==> config.mk <==
export PLATFORM = sky130hd
export DESIGN_NAME = amp_i2c_target
export DESIGN_NICKNAME = d
export VERILOG_FILES = /design/src/rtl/amp_i2c_target.sv
export SDC_FILE = /design/constraint.sdc
export NUM_CORES = 1
export LEC_CHECK = 0
export ABC_AREA = 0
export BUFFER_PORTS_ARGS = -buffer_cell sky130_fd_sc_hd__buf_2
export CORE_ASPECT_RATIO = 0.75
export CORE_UTILIZATION = 25
export CTS_CLUSTER_DIAMETER = 80
export DETAILED_ROUTE_END_ITERATION = 10
export GPL_ROUTABILITY_DRIVEN = 1
export PLACE_DENSITY = 0.5
export SLEW_MARGIN = 30
export SYNTH_ARGS = -nofsm -noshare
export SYNTH_HDL_FRONTEND = slang
export SYNTH_SLANG_ARGS = --single-unit
==> constraint.sdc <==
create_clock -name clk_in -period 3.23 [get_ports clk_in]
set_input_delay 0.8075 -clock clk_in [delete_from_list [all_inputs] [get_ports clk_in]]
set_output_delay 0.8075 -clock clk_in [all_outputs]
set_load 0.02 [all_outputs]
==> src/rtl/amp_i2c_target.sv <==
// amp_i2c_target: I2C target that exposes an 8-bit register pointer and write strobe.
// Define AMP_I2C_TARGET_READ_EN to add master-read transfers; otherwise reads are NACKed.
module amp_i2c_target #(
    parameter logic [6:0] I2C_ADDR = 7'h20
) (
    input  logic       clk_in,
    input  logic       reset,
    input  logic       scl,
    input  logic       sdai,
    output logic       sdao,
    output logic [7:0] reg_addr,
    output logic [7:0] reg_wdata,
    output logic       reg_we,
    input  logic [7:0] reg_rdata,
    output logic       busy
);

    typedef enum logic [3:0] {
        IDLE,
        ADDR,
        ADDR_ACK,
        REG,
        REG_ACK,
        WDATA,
        WDATA_ACK,
        RDATA,
        RDATA_ACK,
        IGNORE
    } state_t;

    state_t     r_state;
    logic       r_scl_s1;
    logic       r_scl_s2;
    logic       r_scl_d;
    logic       r_sda_s1;
    logic       r_sda_s2;
    logic       r_sda_d;
    logic [2:0] r_bitcnt;
    logic [6:0] r_shift;
    logic       r_ack_drv;
    logic       r_sdao;
    logic [7:0] r_ptr;
    logic [7:0] r_wdata;
    logic       r_we;
`ifdef AMP_I2C_TARGET_READ_EN
    logic       r_rw;
`else
    logic       w_unused_rdata;
    assign w_unused_rdata = ^reg_rdata;
`endif

    logic       w_scl_rise;
    logic       w_scl_fall;
    logic       w_start;
    logic       w_stop;
    logic       w_last;
    logic [7:0] w_byte;

    assign w_scl_rise = r_scl_s2 & ~r_scl_d;
    assign w_scl_fall = ~r_scl_s2 & r_scl_d;
    assign w_start    = r_scl_s2 & r_scl_d & ~r_sda_s2 & r_sda_d;
    assign w_stop     = r_scl_s2 & r_scl_d & r_sda_s2 & ~r_sda_d;
    assign w_last     = (r_bitcnt == 3'd7);
    assign w_byte     = {r_shift, r_sda_s2};

    assign sdao      = r_sdao;
    assign reg_addr  = r_ptr;
    assign reg_wdata = r_wdata;
    assign reg_we    = r_we;
    assign busy      = (r_state != IDLE);

    always_ff @(posedge clk_in or posedge reset) begin
        if (reset) begin
            r_scl_s1 <= 1'b1;
            r_scl_s2 <= 1'b1;
            r_scl_d  <= 1'b1;
            r_sda_s1 <= 1'b1;
            r_sda_s2 <= 1'b1;
            r_sda_d  <= 1'b1;
        end else begin
            r_scl_s1 <= scl;
            r_scl_s2 <= r_scl_s1;
            r_scl_d  <= r_scl_s2;
            r_sda_s1 <= sdai;
            r_sda_s2 <= r_sda_s1;
            r_sda_d  <= r_sda_s2;
        end
    end

    // ACK states use r_ack_drv to tell the ACK-starting SCL fall from the ACK-ending one.
    always_ff @(posedge clk_in or posedge reset) begin
        if (reset) begin
            r_state   <= IDLE;
            r_bitcnt  <= '0;
            r_shift   <= '0;
            r_ack_drv <= 1'b0;
            r_sdao    <= 1'b1;
            r_ptr     <= '0;
            r_wdata   <= '0;
            r_we      <= 1'b0;
`ifdef AMP_I2C_TARGET_READ_EN
            r_rw      <= 1'b0;
`endif
        end else begin
            r_we <= 1'b0;
            if (r_we) begin
                r_ptr <= r_ptr + 8'd1;
            end

            if (w_stop) begin
                r_state   <= IDLE;
                r_sdao    <= 1'b1;
                r_ack_drv <= 1'b0;
                r_bitcnt  <= '0;
            end else if (w_start) begin
                r_state   <= ADDR;
                r_sdao    <= 1'b1;
                r_ack_drv <= 1'b0;
                r_bitcnt  <= '0;
            end else begin
                case (r_state)
                    IDLE, IGNORE: begin
                        r_sdao <= 1'b1;
                    end

                    ADDR: begin
                        if (w_scl_rise) begin
                            r_shift  <= w_byte[6:0];
                            r_bitcnt <= r_bitcnt + 3'd1;
                            if (w_last) begin
                                if (w_byte[7:1] != I2C_ADDR) begin
                                    r_state <= IGNORE;
                                end else if (!w_byte[0]) begin
                                    r_state <= ADDR_ACK;
`ifdef AMP_I2C_TARGET_READ_EN
                                    r_rw    <= 1'b0;
`endif
                                end else begin
`ifdef AMP_I2C_TARGET_READ_EN
                                    r_state <= ADDR_ACK;
                                    r_rw    <= 1'b1;
`else
                                    r_state <= IGNORE;
`endif
                                end
                            end
                        end
                    end

                    ADDR_ACK: begin
                        if (w_scl_fall) begin
                            if (!r_ack_drv) begin
                                r_sdao    <= 1'b0;
                                r_ack_drv <= 1'b1;
                            end else begin
                                r_ack_drv <= 1'b0;
                                r_bitcnt  <= '0;
`ifdef AMP_I2C_TARGET_READ_EN
                                if (r_rw) begin
                                    r_state <= RDATA;
                                    r_sdao  <= reg_rdata[7];
                                    r_shift <= reg_rdata[6:0];
                                end else begin
                                    r_state <= REG;
                                    r_sdao  <= 1'b1;
                                end
`else
                                r_state <= REG;
                                r_sdao  <= 1'b1;
`endif
                            end
                        end
                    end

                    REG: begin
                        if (w_scl_rise) begin
                            r_shift  <= w_byte[6:0];
                            r_bitcnt <= r_bitcnt + 3'd1;
                            if (w_last) begin
                                r_ptr   <= w_byte;
                                r_state <= REG_ACK;
                            end
                        end
                    end

                    REG_ACK, WDATA_ACK: begin
                        if (w_scl_fall) begin
                            if (!r_ack_drv) begin
                                r_sdao    <= 1'b0;
                                r_ack_drv <= 1'b1;
                            end else begin
                                r_sdao    <= 1'b1;
                                r_ack_drv <= 1'b0;
                                r_bitcnt  <= '0;
                                r_state   <= WDATA;
                            end
                        end
                    end

                    WDATA: begin
                        if (w_scl_rise) begin
                            r_shift  <= w_byte[6:0];
                            r_bitcnt <= r_bitcnt + 3'd1;
                            if (w_last) begin
                                r_wdata <= w_byte;
                                r_we    <= 1'b1;
                                r_state <= WDATA_ACK;
                            end
                        end
                    end

`ifdef AMP_I2C_TARGET_READ_EN
                    RDATA: begin
                        if (w_scl_rise) begin
                            r_bitcnt <= r_bitcnt + 3'd1;
                            if (w_last) begin
                                r_state <= RDATA_ACK;
                            end
                        end else if (w_scl_fall) begin
                            r_sdao  <= r_shift[6];
                            r_shift <= {r_shift[5:0], 1'b1};
                        end
                    end

                    // r_ack_drv here records that the master ACKed on the 9th rise.
                    RDATA_ACK: begin
                        if (w_scl_rise) begin
                            if (!r_sda_s2) begin
                                r_ptr     <= r_ptr + 8'd1;
                                r_ack_drv <= 1'b1;
                            end else begin
                                r_state <= IGNORE;
                                r_sdao  <= 1'b1;
                            end
                        end else if (w_scl_fall) begin
                            if (r_ack_drv) begin
                                r_ack_drv <= 1'b0;
                                r_bitcnt  <= '0;
                                r_state   <= RDATA;
                                r_sdao    <= reg_rdata[7];
                                r_shift   <= reg_rdata[6:0];
                            end else begin
                                r_sdao <= 1'b1;
                            end
                        end
                    end
`endif

                    default: begin
                        r_state <= IDLE;
                        r_sdao  <= 1'b1;
                    end
                endcase
            end
        end
    end

endmodule

== After elaboration in Yosys (flattened, before gate mapping) ==
Cells that the tools add are included.

* Word-level logic and storage cells: 110
* Input bits: 12
* Bits in registers: 39

* Eq/ne operators: 24
* Reduce and logical (&&, ||, !) cells: 15
* Bitwise operators: 13
* Add/subtract/negate cells: 2
* Multiplexer cells: 42

{| class="wikitable"
|+ Operator list
! operator !! count
|-
| $mux 4 || 14
|-
| $mux 8 || 6
|-
| $ne 4x4->1 const B || 10
|-
| $pmux 4 s6 || 1
|-
| $mux 3 || 5
|-
| $mux 1 || 14
|-
| $eq 4x3->1 const B || 3
|-
| $ne 4x1->1 const B || 3
|-
| $reduce_and 11->1 || 1
|-
| $add 8x1->8 const B || 1
|-
| $eq 4x2->1 const B || 2
|-
| $reduce_and 4->1 || 2
|-
| $reduce_bool 4->1 || 2
|-
| $and 1x1->1 || 7
|-
| $ne 7x6->1 const B || 1
|-
| $not 1->1 || 6
|-
| $pmux 3 s2 || 1
|-
| $reduce_bool 3->1 || 2
|-
| $reduce_or 3->1 || 2
|-
| $reduce_and 5->1 || 1
|-
| $eq 4x1->1 const B || 1
|-
| $eq 4x4->1 const B || 1
|-
| $logic_not 4->1 || 1
|-
| $reduce_and 2->1 || 2
|-
| 6 further kinds || 7
|}

== Logic depth before layout (Yosys ltp) ==
* Depth after elaboration: 7
* Gate-level depth with buffers: 7
* Mapped depth without buffers: 7

== Least setup slack after synthesis ==
OpenSTA, ideal clock, no wires.

* Path type: reg2reg
* Start: register r_bitcnt[0]
* End: register r_state[0]
* Setup slack: 1527 ps
* Buffers on the path: 0
* Required time: 3105 ps
* Stages on the path, launching flop included: 7
* Arrival: 1578 ps
* Cell sequence: dfrtp_1 ha_1 ha_1 a211o_1 a41oi_2 nor3_2 mux2_4

* Word-level cells in the longest chain between the ends: 3
* Elaborated cells on any way between the ends: 5

{| class="wikitable"
|+ RTL lines
! element !! RTL line !! text
|-
| start, declared || 38 || <nowiki>logic [2:0] r_bitcnt;</nowiki>
|-
| start signal, assigned || 129 || <nowiki>r_bitcnt <= r_bitcnt + 3'd1;</nowiki>
|-
| start signal, assigned || 178 || <nowiki>r_bitcnt <= r_bitcnt + 3'd1;</nowiki>
|-
| start signal, assigned || 203 || <nowiki>r_bitcnt <= r_bitcnt + 3'd1;</nowiki>
|-
| $eq 3x3->1 * || 63 || <nowiki>assign w_last = (r_bitcnt == 3'd7);</nowiki>
|-
| $ne 4x4->1 (no line) || -- ||
|-
| $reduce_and 11->1 (no line) * || -- ||
|-
| end signal, assigned || 93 || <nowiki>r_state <= IDLE;</nowiki>
|-
| end signal, assigned || 111 || <nowiki>r_state <= IDLE;</nowiki>
|-
| end signal, assigned || 116 || <nowiki>r_state <= ADDR;</nowiki>
|-
| end, declared || 31 || <nowiki>state_t r_state;</nowiki>
|}

Every way passes the cells marked *; elsewhere a longest branch is shown, timed or not.
A chain may end at the register's enable or synchronous reset.

== Worst setup path after layout ==
* Start: register r_state[1]
* End: output port busy

* Word-level cells in the longest chain between the ends: 1

{| class="wikitable"
|+ RTL lines
! element !! RTL line !! text
|-
| $reduce_bool 4->1 || 70 || <nowiki>assign busy = (r_state != IDLE);</nowiki>
|-
| end, declared || 15 || <nowiki>output logic busy</nowiki>
|}

No other way between the ends.

==> qor.csv <==
metric,value,unit
port_buffers,22,
synth_top_area_frac,0.401,
synth_xor_xnor_area_share,0.0433,
grt_usage,0.111,
syn-num-nets,185,
numCtsBuffers,5,
gr-total-overflow,0,
cts_max_level,2,
hold_viol,0,
setup_ws,0.987,ns
place_ws,1.15,ns
wl_per_cell,13.6,um
avgSynthCellArea,11.7,um2
hold_ws,0.360,ns
arrival,1.44,ns
drt_iter0_drc,69,
grt_max_degree,40,
wl,4040,um
dp.cells,289,
period_minus_slack,2.24,ns
cp.required,2.42,ns
postCtsSetupBuffers,0,
ys_seq_area_frac,0.493,
io_pins,31,
status,finished clean,
grt_pass1_wl,7130,um
cts_buffer_depth,2,
route.detailed.drc,0,
synth_commonest_cells,"dfrtp_1 (32), nand2_1 (19), mux2_2 (15)",
rsz0062_at_grt,no,
die-area,8350,um2
synth_flop_cell,dfrtp_1,
total_power,1.66,mW
fmax,446,MHz
powerDensity,706,nW/um2
firstDrtPassIters,4,
synth_cells,170,
slew-limit-headroom,0.425,
detailed_place_hpwl,2850,um
clkTransAtPathRegs,0.09,ns
synth.area.mux_share,0.112,
slew_viol_final,0,
synth-simple-area-share,0.206,
cts_hold_buf,0,
ant_nets,0,
die_y,79.4,um
antenna_found_initial,0,
coreArea,7530,um2
root_buffer,clkbuf_8,
fin_nets,210,
async_reset_ff_frac,1.00,
synth_most_common_cell,dfrtp_1,
power_leakage,1.05,nW
synth_top_family_by_area,simple AND/OR/NAND/NOR gates,
synth_area_leader_cell,dfrtp_1,
holdCritPathClass,reg -> reg,
ys_types,50,
fin_crit_sh,0.694,
rows,27,
clk_latency,0.30,ns
ys_top_cells_by_area,"dfrtp_1 (40%), dfstp_2 (9.2%), mux2_2 (8.5%), nand2_1 (3.6%), xor2_1 (2.6%)",
cts_sinks,39,
end_kind,output port,
viasPerCell,4.57,
cts-resized-gates,0,
drv_cap,0,
syn2layout_area_growth,17.6,%
vdd.ir_drop.worst,0.197,mV
synth_compound_area_frac,0.105,
crit_path_start_kind,flop,
drive_above_1_share,0.372,
ys_ff_latch,39,
finalSetupTns,0,ns
die_w,105,um
grt_pass1_vias,1364,
vias,1358,
fin_skew,0.00954,ns
ys.warnings.count,0,
crit_type,reg -> out,
gp_congestion,0.773,
initial_core_util,0.265,
synth_fa_ha_area_frac,0.0188,
worstMarginPinSlew,0.857,ns
setup_viol,0,
instances_no_fill,297,
cts_tree,yes,
synth-edff-count,0,
syn_area,2000,um2
cp_max_fo,10,
diodes,0,
==> path summary, 6_finish.rpt <==
path                            startpoint          end  slack [ns]  cells past startpoint
worst min-delay path              r_sda_s1     r_sda_s2        0.36                      0
worst min register to register    r_sda_s1     r_sda_s2        0.36                      0
max in group asynchronous            reset         sdao        2.24                      3
min in group asynchronous            reset  reg_addr[0]        0.62                      3
worst max register to register  r_state[0]  r_bitcnt[1]        1.14                      5
worst max-delay path            r_state[1]         busy        0.99                      3
==> sequential cells by signal, indices dropped and copies added (netlist names) <==
| name | count |
|---|---|
| reg_addr | 8 |
| reg_wdata | 8 |
| r_shift | 7 |
| r_state | 4 |
| r_bitcnt | 3 |
| r_ack_drv | 1 |
| r_scl_d | 1 |
| r_scl_s1 | 1 |
| r_scl_s2 | 1 |
| r_sda_d | 1 |
| r_sda_s1 | 1 |
| r_sda_s2 | 1 |
| reg_we | 1 |
| sdao | 1 |
==> kinds of logic (layout without fill, tap and decap cells) <==
group | Yosys count | count (layout)
flip-flops | 39 | 39
XOR/XNOR | 9 | 9
multiplexers | 19 | 19
buffers and inverters | 7 | 33
AO/OA/AOI/OAI | 26 | 26
adder cells (fa/ha/maj) | 3 | 3
AND/OR/NAND/NOR | 67 | 67
==> layout make-up <==
type	count	area [um2]
multi-input cells	124	970
fillers	774	5190
repair buffers	23	118
clock inverters	3	71.3
clock buffers	5	68.8
well taps	101	126
inverters	2	7.51
flip-flops and latches	39	985
==> where the power goes <==
part / total, mW / internal (mW) / switching, mW / leakage (nW)
Clock: 0.501 / 0.314 / 0.187 / 0.0703
Sequential: 0.740 / 0.575 / 0.165 / 0.501
Combinational: 0.417 / 0.218 / 0.199 / 0.482
==> metal layers <==
metal | track usage | routed length, um
met5 | 0 | 0
met4 | 0.0451 | 49
met3 | 0.0327 | 186
met2 | 0.146 | 1510
met1 | 0.166 | 2290
==> layout by cell type, fill, tap and decap left out, drive strengths merged <==
cell     count
nor3         9
nor4b        1
nand4        3
xnor2        3
a21boi       1
a311oi       1
nand2b       3
clkbuf       5
dfrtp       32
nand3        4
a31oi        1
a2111oi      2
nor2b        4
inv          3
and3         4
a21oi        4
mux2        18
nor2        11
nand2       20
nor4         2
ha           3
or2          2
o21ai        8
o22ai        1
mux2i        1
o211ai       2
bufinv       2
o221ai       1
a21o         1
nand3b       3
buf         23
dfstp        7
xor2         6
or3          1
a211o        3
a41oi        1
==> metrics by stage <==
step	utilization	cell area, um2
detailed placement	0.293	2210
global route	0.311	2350
floorplan	-	2000
CTS	0.311	2350
global placement	0.293	2210
finish	0.311	2350
==> critical path, cell delays in order (launching register included) <==
cell and delay [ns]:
dfrtp_1 0.56, nor2_4 0.29, nand2_1 0.12, buf_2 0.18
No activity file was read; power rests on OpenSTA's default activity.
